--- src/rtl/npu_pkg.sv ---
// Shared types and constants for the NPU tile fetch unit.
package npu_pkg;

    localparam int TILE_FETCH_BUF_DEPTH = 2;
    localparam int TILE_FETCH_WORD_W    = 32;

    typedef enum logic [1:0] {
        TF_IDLE  = 2'd0,
        TF_FETCH = 2'd1,
        TF_DRAIN = 2'd2,
        TF_FIN   = 2'd3
    } tile_fetch_state_e;

    typedef struct packed {
        logic [TILE_FETCH_WORD_W-1:0] data;
        logic                         last;
    } tile_fetch_entry_t;

endpackage

--- src/rtl/npu_tile_fetch_buf.sv ---
// Two-entry FIFO holding fetched words (plus last flag) ahead of the output stream.
module npu_tile_fetch_buf
    import npu_pkg::*;
#(
    parameter int DATA_W = TILE_FETCH_WORD_W
) (
    input  logic              clk_i,
    input  logic              arstn_i,
    input  logic              push,
    input  logic [DATA_W-1:0] push_data,
    input  logic              push_last,
    input  logic              pop,
    output logic [DATA_W-1:0] head_data,
    output logic              head_last,
    output logic [1:0]        count,
    output logic              full,
    output logic              empty
);

    tile_fetch_entry_t mem [TILE_FETCH_BUF_DEPTH];

    logic       wr_ptr;
    logic       rd_ptr;
    logic [1:0] cnt;
    logic       push_ok;
    logic       pop_ok;

    assign full    = (cnt == 2'(TILE_FETCH_BUF_DEPTH));
    assign empty   = (cnt == 2'd0);
    assign count   = cnt;
    assign push_ok = push & ~full;
    assign pop_ok  = pop & ~empty;

    always_ff @(posedge clk_i or negedge arstn_i) begin
        if (!arstn_i) begin
            wr_ptr <= 1'b0;
            rd_ptr <= 1'b0;
            cnt    <= 2'd0;
        end else begin
            if (push_ok) wr_ptr <= ~wr_ptr;
            if (pop_ok)  rd_ptr <= ~rd_ptr;
            case ({push_ok, pop_ok})
                2'b10:   cnt <= cnt + 2'd1;
                2'b01:   cnt <= cnt - 2'd1;
                default: cnt <= cnt;
            endcase
        end
    end

    // Storage is data-only; occupancy is tracked by the reset pointers.
    always_ff @(posedge clk_i) begin
        if (push_ok) begin
            mem[wr_ptr].data <= push_data;
            mem[wr_ptr].last <= push_last;
        end
    end

    assign head_data = mem[rd_ptr].data;
    assign head_last = mem[rd_ptr].last;

endmodule

--- src/rtl/npu_tile_fetch.sv ---
// Tile fetch: walks a rows x cols word tile with a byte row stride, one outstanding LSU read.
// Optional stall counters enabled by defining NPU_TILE_FETCH_PERF_EN.
module npu_tile_fetch
    import npu_pkg::*;
#(
    parameter int ADDR_W = 32,
    parameter int DATA_W = TILE_FETCH_WORD_W,
    parameter int CNT_W  = 16
) (
    input  logic              clk_i,
    input  logic              arstn_i,
    input  logic              start_i,
    input  logic [ADDR_W-1:0] cfg_base_i,
    input  logic [ADDR_W-1:0] cfg_stride_i,
    input  logic [CNT_W-1:0]  cfg_rows_i,
    input  logic [CNT_W-1:0]  cfg_cols_i,
    output logic              busy_o,
    output logic              done_o,
    output logic              m_r_valid_o,
    output logic [ADDR_W-1:0] m_r_addr_o,
    input  logic              m_r_ready_i,
    input  logic [DATA_W-1:0] m_r_data_i,
    output logic              m_rd_ready_o,
    output logic              o_valid_o,
    output logic [DATA_W-1:0] o_data_o,
    output logic              o_last_o,
    input  logic              o_ready_i
`ifdef NPU_TILE_FETCH_PERF_EN
    ,
    output logic [31:0]       perf_req_stall_o,
    output logic [31:0]       perf_out_stall_o
`endif
);

    localparam int               WB        = DATA_W / 8;
    localparam logic [CNT_W-1:0] CNT_ONE   = CNT_W'(1);
    localparam logic [1:0]       BUF_DEPTH = 2'(TILE_FETCH_BUF_DEPTH);

    tile_fetch_state_e state, state_nxt;

    logic [ADDR_W-1:0] stride;
    logic [ADDR_W-1:0] row_base;
    logic [CNT_W-1:0]  rows;
    logic [CNT_W-1:0]  cols;
    logic [CNT_W-1:0]  row;
    logic [CNT_W-1:0]  col;
    logic              req_vld;
    logic              done_q;

    logic              accept;
    logic              cfg_zero;
    logic              hs;
    logic              col_last;
    logic              last_word;
    logic              issue;
    logic              pop;
    logic              last_pop;

    logic [DATA_W-1:0] head_data;
    logic              head_last;
    logic [1:0]        buf_cnt;
    logic              buf_full;
    logic              buf_empty;

    assign accept    = (state == TF_IDLE) & start_i;
    assign cfg_zero  = (cfg_rows_i == '0) | (cfg_cols_i == '0);
    assign hs        = req_vld & m_r_ready_i;
    assign col_last  = (col == cols - CNT_ONE);
    assign last_word = col_last & (row == rows - CNT_ONE);
    // The in-flight request owns one buffer slot, so only issue into a free one.
    assign issue     = (state == TF_FETCH) & ~req_vld & (buf_cnt < BUF_DEPTH);
    assign pop       = ~buf_empty & o_ready_i;
    assign last_pop  = pop & head_last;

    always_ff @(posedge clk_i or negedge arstn_i) begin
        if (!arstn_i) state <= TF_IDLE;
        else          state <= state_nxt;
    end

    always_comb begin
        state_nxt = state;
        busy_o    = 1'b1;
        case (state)
            TF_IDLE: begin
                busy_o = 1'b0;
                if (start_i) state_nxt = cfg_zero ? TF_FIN : TF_FETCH;
            end
            TF_FETCH: if (hs && last_word) state_nxt = TF_DRAIN;
            TF_DRAIN: if (last_pop)        state_nxt = TF_FIN;
            TF_FIN:   state_nxt = TF_IDLE;
            default:  state_nxt = TF_IDLE;
        endcase
    end

    always_ff @(posedge clk_i or negedge arstn_i) begin
        if (!arstn_i) begin
            req_vld <= 1'b0;
            row     <= '0;
            col     <= '0;
            done_q  <= 1'b0;
        end else begin
            done_q <= (state == TF_FIN);
            if (accept) begin
                row <= '0;
                col <= '0;
            end else if (hs) begin
                if (col_last) begin
                    col <= '0;
                    row <= row + CNT_ONE;
                end else begin
                    col <= col + CNT_ONE;
                end
            end
            if (hs)         req_vld <= 1'b0;
            else if (issue) req_vld <= 1'b1;
        end
    end

    // Latched tile geometry and running row address; only observed while busy.
    always_ff @(posedge clk_i) begin
        if (accept) begin
            stride   <= cfg_stride_i;
            rows     <= cfg_rows_i;
            cols     <= cfg_cols_i;
            row_base <= cfg_base_i;
        end else if (hs && col_last) begin
            row_base <= row_base + stride;
        end
    end

    assign m_r_valid_o  = req_vld;
    assign m_rd_ready_o = req_vld;
    assign m_r_addr_o   = req_vld ? (row_base + ADDR_W'(col) * ADDR_W'(WB)) : '0;
    assign done_o       = done_q;

    npu_tile_fetch_buf #(
        .DATA_W (DATA_W)
    ) u_buf (
        .clk_i     (clk_i),
        .arstn_i   (arstn_i),
        .push      (hs & ~buf_full),
        .push_data (m_r_data_i),
        .push_last (last_word),
        .pop       (pop),
        .head_data (head_data),
        .head_last (head_last),
        .count     (buf_cnt),
        .full      (buf_full),
        .empty     (buf_empty)
    );

    assign o_valid_o = ~buf_empty;
    assign o_data_o  = buf_empty ? '0 : head_data;
    assign o_last_o  = ~buf_empty & head_last;

`ifdef NPU_TILE_FETCH_PERF_EN
    logic [31:0] perf_req;
    logic [31:0] perf_out;

    always_ff @(posedge clk_i or negedge arstn_i) begin
        if (!arstn_i) begin
            perf_req <= '0;
            perf_out <= '0;
        end else if (accept) begin
            perf_req <= '0;
            perf_out <= '0;
        end else begin
            if (req_vld && !m_r_ready_i && !(&perf_req)) perf_req <= perf_req + 32'd1;
            if (o_valid_o && !o_ready_i && !(&perf_out)) perf_out <= perf_out + 32'd1;
        end
    end

    assign perf_req_stall_o = perf_req;
    assign perf_out_stall_o = perf_out;
`endif

endmodule

--- config.mk ---
export PLATFORM = sky130hd
export DESIGN_NAME = npu_tile_fetch
export DESIGN_NICKNAME = d
export VERILOG_FILES = /design/src/rtl/npu_pkg.sv /design/src/rtl/npu_tile_fetch_buf.sv /design/src/rtl/npu_tile_fetch.sv
export SDC_FILE = /design/constraint.sdc
export NUM_CORES = 1
export LEC_CHECK = 0
export CAP_MARGIN = 30
export CORE_ASPECT_RATIO = 2
export CORE_MARGIN = 5
export CORE_UTILIZATION = 25
export CTS_CLUSTER_DIAMETER = 30
export DETAILED_ROUTE_END_ITERATION = 10
export GPL_TIMING_DRIVEN = 0
export RECOVER_POWER = 25
export SLEW_MARGIN = 20
export SYNTH_ARGS = -nofsm -noshare
export SYNTH_HDL_FRONTEND = slang
export SYNTH_SLANG_ARGS = --single-unit
--- constraint.sdc ---
create_clock -name clk_i -period 3.6 [get_ports clk_i]
set_input_delay 0.54 -clock clk_i [delete_from_list [all_inputs] [get_ports clk_i]]
set_output_delay 0.54 -clock clk_i [all_outputs]
set_load 0.05 [all_outputs]
==> key figures <==
Placement
  • Buffers on Ports: 202
  • Placed cells: 1830
  • Gpl congestion: 0.864
  • HPWL after detailed placement: 28.5 mm
  • Dpl cell area: 14500 µm²

Cells and area
  • Fillers: 4536
  • Final instance area: 16600 µm²
  • Finished Layout Cells: 1937
  • Area Growth Syn to Fin: 43.0%
  • Area of the multi-input gates: 5910 µm²
  • FF/Latch Area: 5870 µm²
  • # nets final: 1531
  • Share of cells above drive strength 1: 15.5%

Global route
  • Initial antenna violation count: 11
  • Vias in the first global route: 10300
  • Tot GR Track Use: 14.5%
  • First-pass GRT wire length: 57.3 mm
  • Grt ovf: 0
  • Largest net degree at the start of global routing: 40

Routing
  • Total iterations of the first detailed-routing run: 5
  • Avg Vias per Cell: 4.92
  • Drt initial violations: 526
  • # DRC: 0
  • Via Count: 9523
  • Antenna viol nets, final: 0
  • Routed length per instance: 19.7 µm
  • Post-Route WL: 38.1 mm

Timing
  • Final Slew Violations: 0
  • Clock Skew: 0.0403 ns
  • Worst Slack Setup Final: -0.178 ns
  • Final hold vios: 0
  • RSZ-0062 raised after global routing: true
  • Min cycle time layout: 3.78 ns
  • Final period util: 105%
  • FMAX: 0.265 GHz
  • Actual slew at the worst max-slew pin: 0.936 ns
  • Hold_ws: 0.445 ns
  • Setup-failing EPs final: 10
  • Slew headroom: 37.0%

Synthesis
  • Biggest area consumer among synthesized cells: edfxtp_1
  • Ranking of synthesized cells by area: edfxtp_1 42%, dfrtp_1 8.6%, ha_1 6.2%
  • Syn Inst Count: 1058
  • Yosys cell types: 71
  • Seq/Total Area, Yosys: 50.6%
  • Synthesized net count: 1250
  • Mapped Area: 11600 µm²
  • Asr flop ratio synth: 19.8%
  • Seq cells post-synth: 202
  • Syn_area_per_cell: 11.0 µm²
  • Synth top area share: 42.0%
  • Post-synth EDFFs: 162
  • Primary FF master, synth: edfxtp_1
  • Yosys warnings: 0

Die
  • Die Ht: 314 µm
  • Ports: 203
  • Die W: 162 µm
  • Starting density of the core: 25.3%
  • Die ar.: 51000 µm²
  • Cell row count: 111
  • CORE AREA: 45800 µm²

Outcome
  • Failing checks: setup timing
  • Status: finished, violations left

Critical path
  • CP Capture Type: output pin
  • Critical Path Start Type: flop
  • Max FO, Critical Path: 3
  • Critical Path RT: 3.06 ns
  • WP data arrival: 3.24 ns
  • Setup Crit Path Kind: reg2out

Clocking
  • Clock Latency Late Sink: 0.54 ns
  • CTS sink cnt: 202
  • CTS tree: built
  • CTS max path bufs: 3
  • TritonCTS Buffers: 41
  • Root buf cell: clkbuf_16
  • Clock transition at the registers of the reported paths: 0.06 ns
  • H-tree lvl count: 2

Min path
  • Worst Hold Class: in2async

Power
  • Final Total Pwr: 12600 µW
  • Leakage: 0.00647 µW
  • Power Density: 759 nW/µm²
  • Worst vdd ir: 0.000695 V

Run
  • Max cap viols: 0
-- cell type report --
type | count | area share [%]
clock inverter | 31 | 2.00
timing repair buffer | 238 | 14.7
clock buffer | 42 | 6.22
buffer | 31 | 1.10
sequential | 202 | 35.4
tap | 565 | 4.27
antenna | 3 | 0.0453
multi-input combinational | 799 | 35.7
inverter | 26 | 0.589
-- metrics by stage --
stage | TNS, ns | utilization (%) | setup WS, ns
floorplan | 0 | - | 0.0426
global placement | -265.45 | 31.3 | -2.27
detailed placement | -51.99 | 31.6 | -1.21
CTS | -2.74 | 35.5 | -0.254
global route | -2.68 | 36.1 | -0.268
finish | -0.634 | 36.1 | -0.178
-- worst max-delay path, cell delays in order, from the launching register on --
cell	delay, ns
dfrtp_2	0.44
ha_4	0.24
a21o_1	0.14
a21o_1	0.20
a211oi_4	0.29
o31ai_2	0.10
a21oi_2	0.23
a211oi_4	0.11
buf_4	0.16
o31ai_4	0.31
xnor2_1	0.16
and2_1	0.15
buf_6	0.16
-- logic make-up (layout without fill, tap and decap cells) --
family / after synthesis / count (layout) / share of synthesized area, %
AND/OR/NAND/NOR: 378 / 381 / 17.4
AO/OA/AOI/OAI: 220 / 220 / 12.2
flip-flops: 202 / 202 / 50.6
XOR/XNOR: 93 / 93 / 7.03
buffers and inverters: 60 / 368 / 2.19
adder cells (fa/ha/maj): 59 / 59 / 6.50
multiplexers: 46 / 46 / 4.00
other: 0 / 3 / 0
-- cell usage after synthesis, types with 14 or more instances --
cell type	count
edfxtp_1	162
o21ai_0	48
xor2_1	36
a21oi_1	50
nor4_1	19
xnor2_1	57
nand2b_1	19
nand2_1	71
and3_1	22
nor3_1	27
inv_1	26
nand3_1	28
dfrtp_1	40
clkbuf_1	23
ha_1	57
mux2i_1	44
nor2_1	89
a21o_1	28
nor3b_1	18
and2_1	31
o21a_1	14
-- where the power goes --
part           switching [µW]  total (µW)  internal (µW)  leakage (µW)
clock                    1380        3790           2420      0.000673
sequential                294        3370           3070       0.00202
combinational            3410        5410           2000       0.00378
-- layer usage --
metal	part of all wire, %	GRT usage (%)	vias up
met3	7.4	4.05	83
met4	3.9	5.81	4
met5	0.055	0	-
li1	-	-	4540
met1	34	14.2	4542
met2	55	28.1	354
-- cells in the final DEF (no fill, tap or decap), types with 6 or more instances in the layout --
| cell type | n |
|---|---|
| a21oi_1 | 46 |
| nor3_1 | 23 |
| clkdlybuf4s50_1 | 93 |
| edfxtp_1 | 162 |
| nor3b_1 | 18 |
| a211oi_1 | 9 |
| o21a_1 | 14 |
| dlygate4sd3_1 | 82 |
| nor2_1 | 86 |
| inv_8 | 6 |
| a21o_1 | 28 |
| nand3_1 | 22 |
| o211ai_1 | 10 |
| and2_4 | 6 |
| xor2_1 | 36 |
| o21ai_0 | 44 |
| nand4_1 | 9 |
| nand3_2 | 7 |
| nand2b_1 | 19 |
| inv_1 | 26 |
| o31ai_1 | 6 |
| clkbuf_16 | 42 |
| o21ai_1 | 11 |
| xnor2_1 | 56 |
| buf_8 | 7 |
| buf_6 | 22 |
| inv_6 | 9 |
| ha_1 | 54 |
| dfrtp_1 | 38 |
| nand2_1 | 69 |
| mux2i_1 | 42 |
| and2_1 | 25 |
| and3_1 | 20 |
| clkbuf_1 | 15 |
| nor4_1 | 16 |
| buf_4 | 24 |
| or4_1 | 6 |
| clkbuf_2 | 6 |
| clkinv_2 | 6 |
-- flip-flops by register name (all words and copies together) (netlist names) --
register and flops:
row_base 32, done_o 1, m_r_valid_o 1, u_buf.wr_ptr 1
row 16, u_buf.rd_ptr 1, rows 16, col 16
cols 16, u_buf.count 2, state 2, u_buf.mem 66
stride 32
-- path summary, 6_finish.rpt --
check	start	end	slack, ns	depth (start not counted)
min in group clk_i	u_buf.count[0]	u_buf.count[0]	0.55	1
worst max register to register	cols[6]	row[11]	0.15	10
worst min-delay path	arstn_i	row[0]	0.45	2
max in group asynchronous	arstn_i	col[1]	2.66	3
worst min register to register	u_buf.count[0]	u_buf.count[0]	0.55	1
worst max-delay path	col[1]	m_r_addr_o[27]	-0.18	12
-- repair_timing --
item	4_1_cts	5_1_grt
setup buffers	18	9
resized for setup	206	50
gates cloned	3	4
endpoints found under the hold margin	11	0
endpoints found under the setup margin	102	98
pin swaps	21	16
hold buffers	1	0
(Power assumes the default switching activity.)
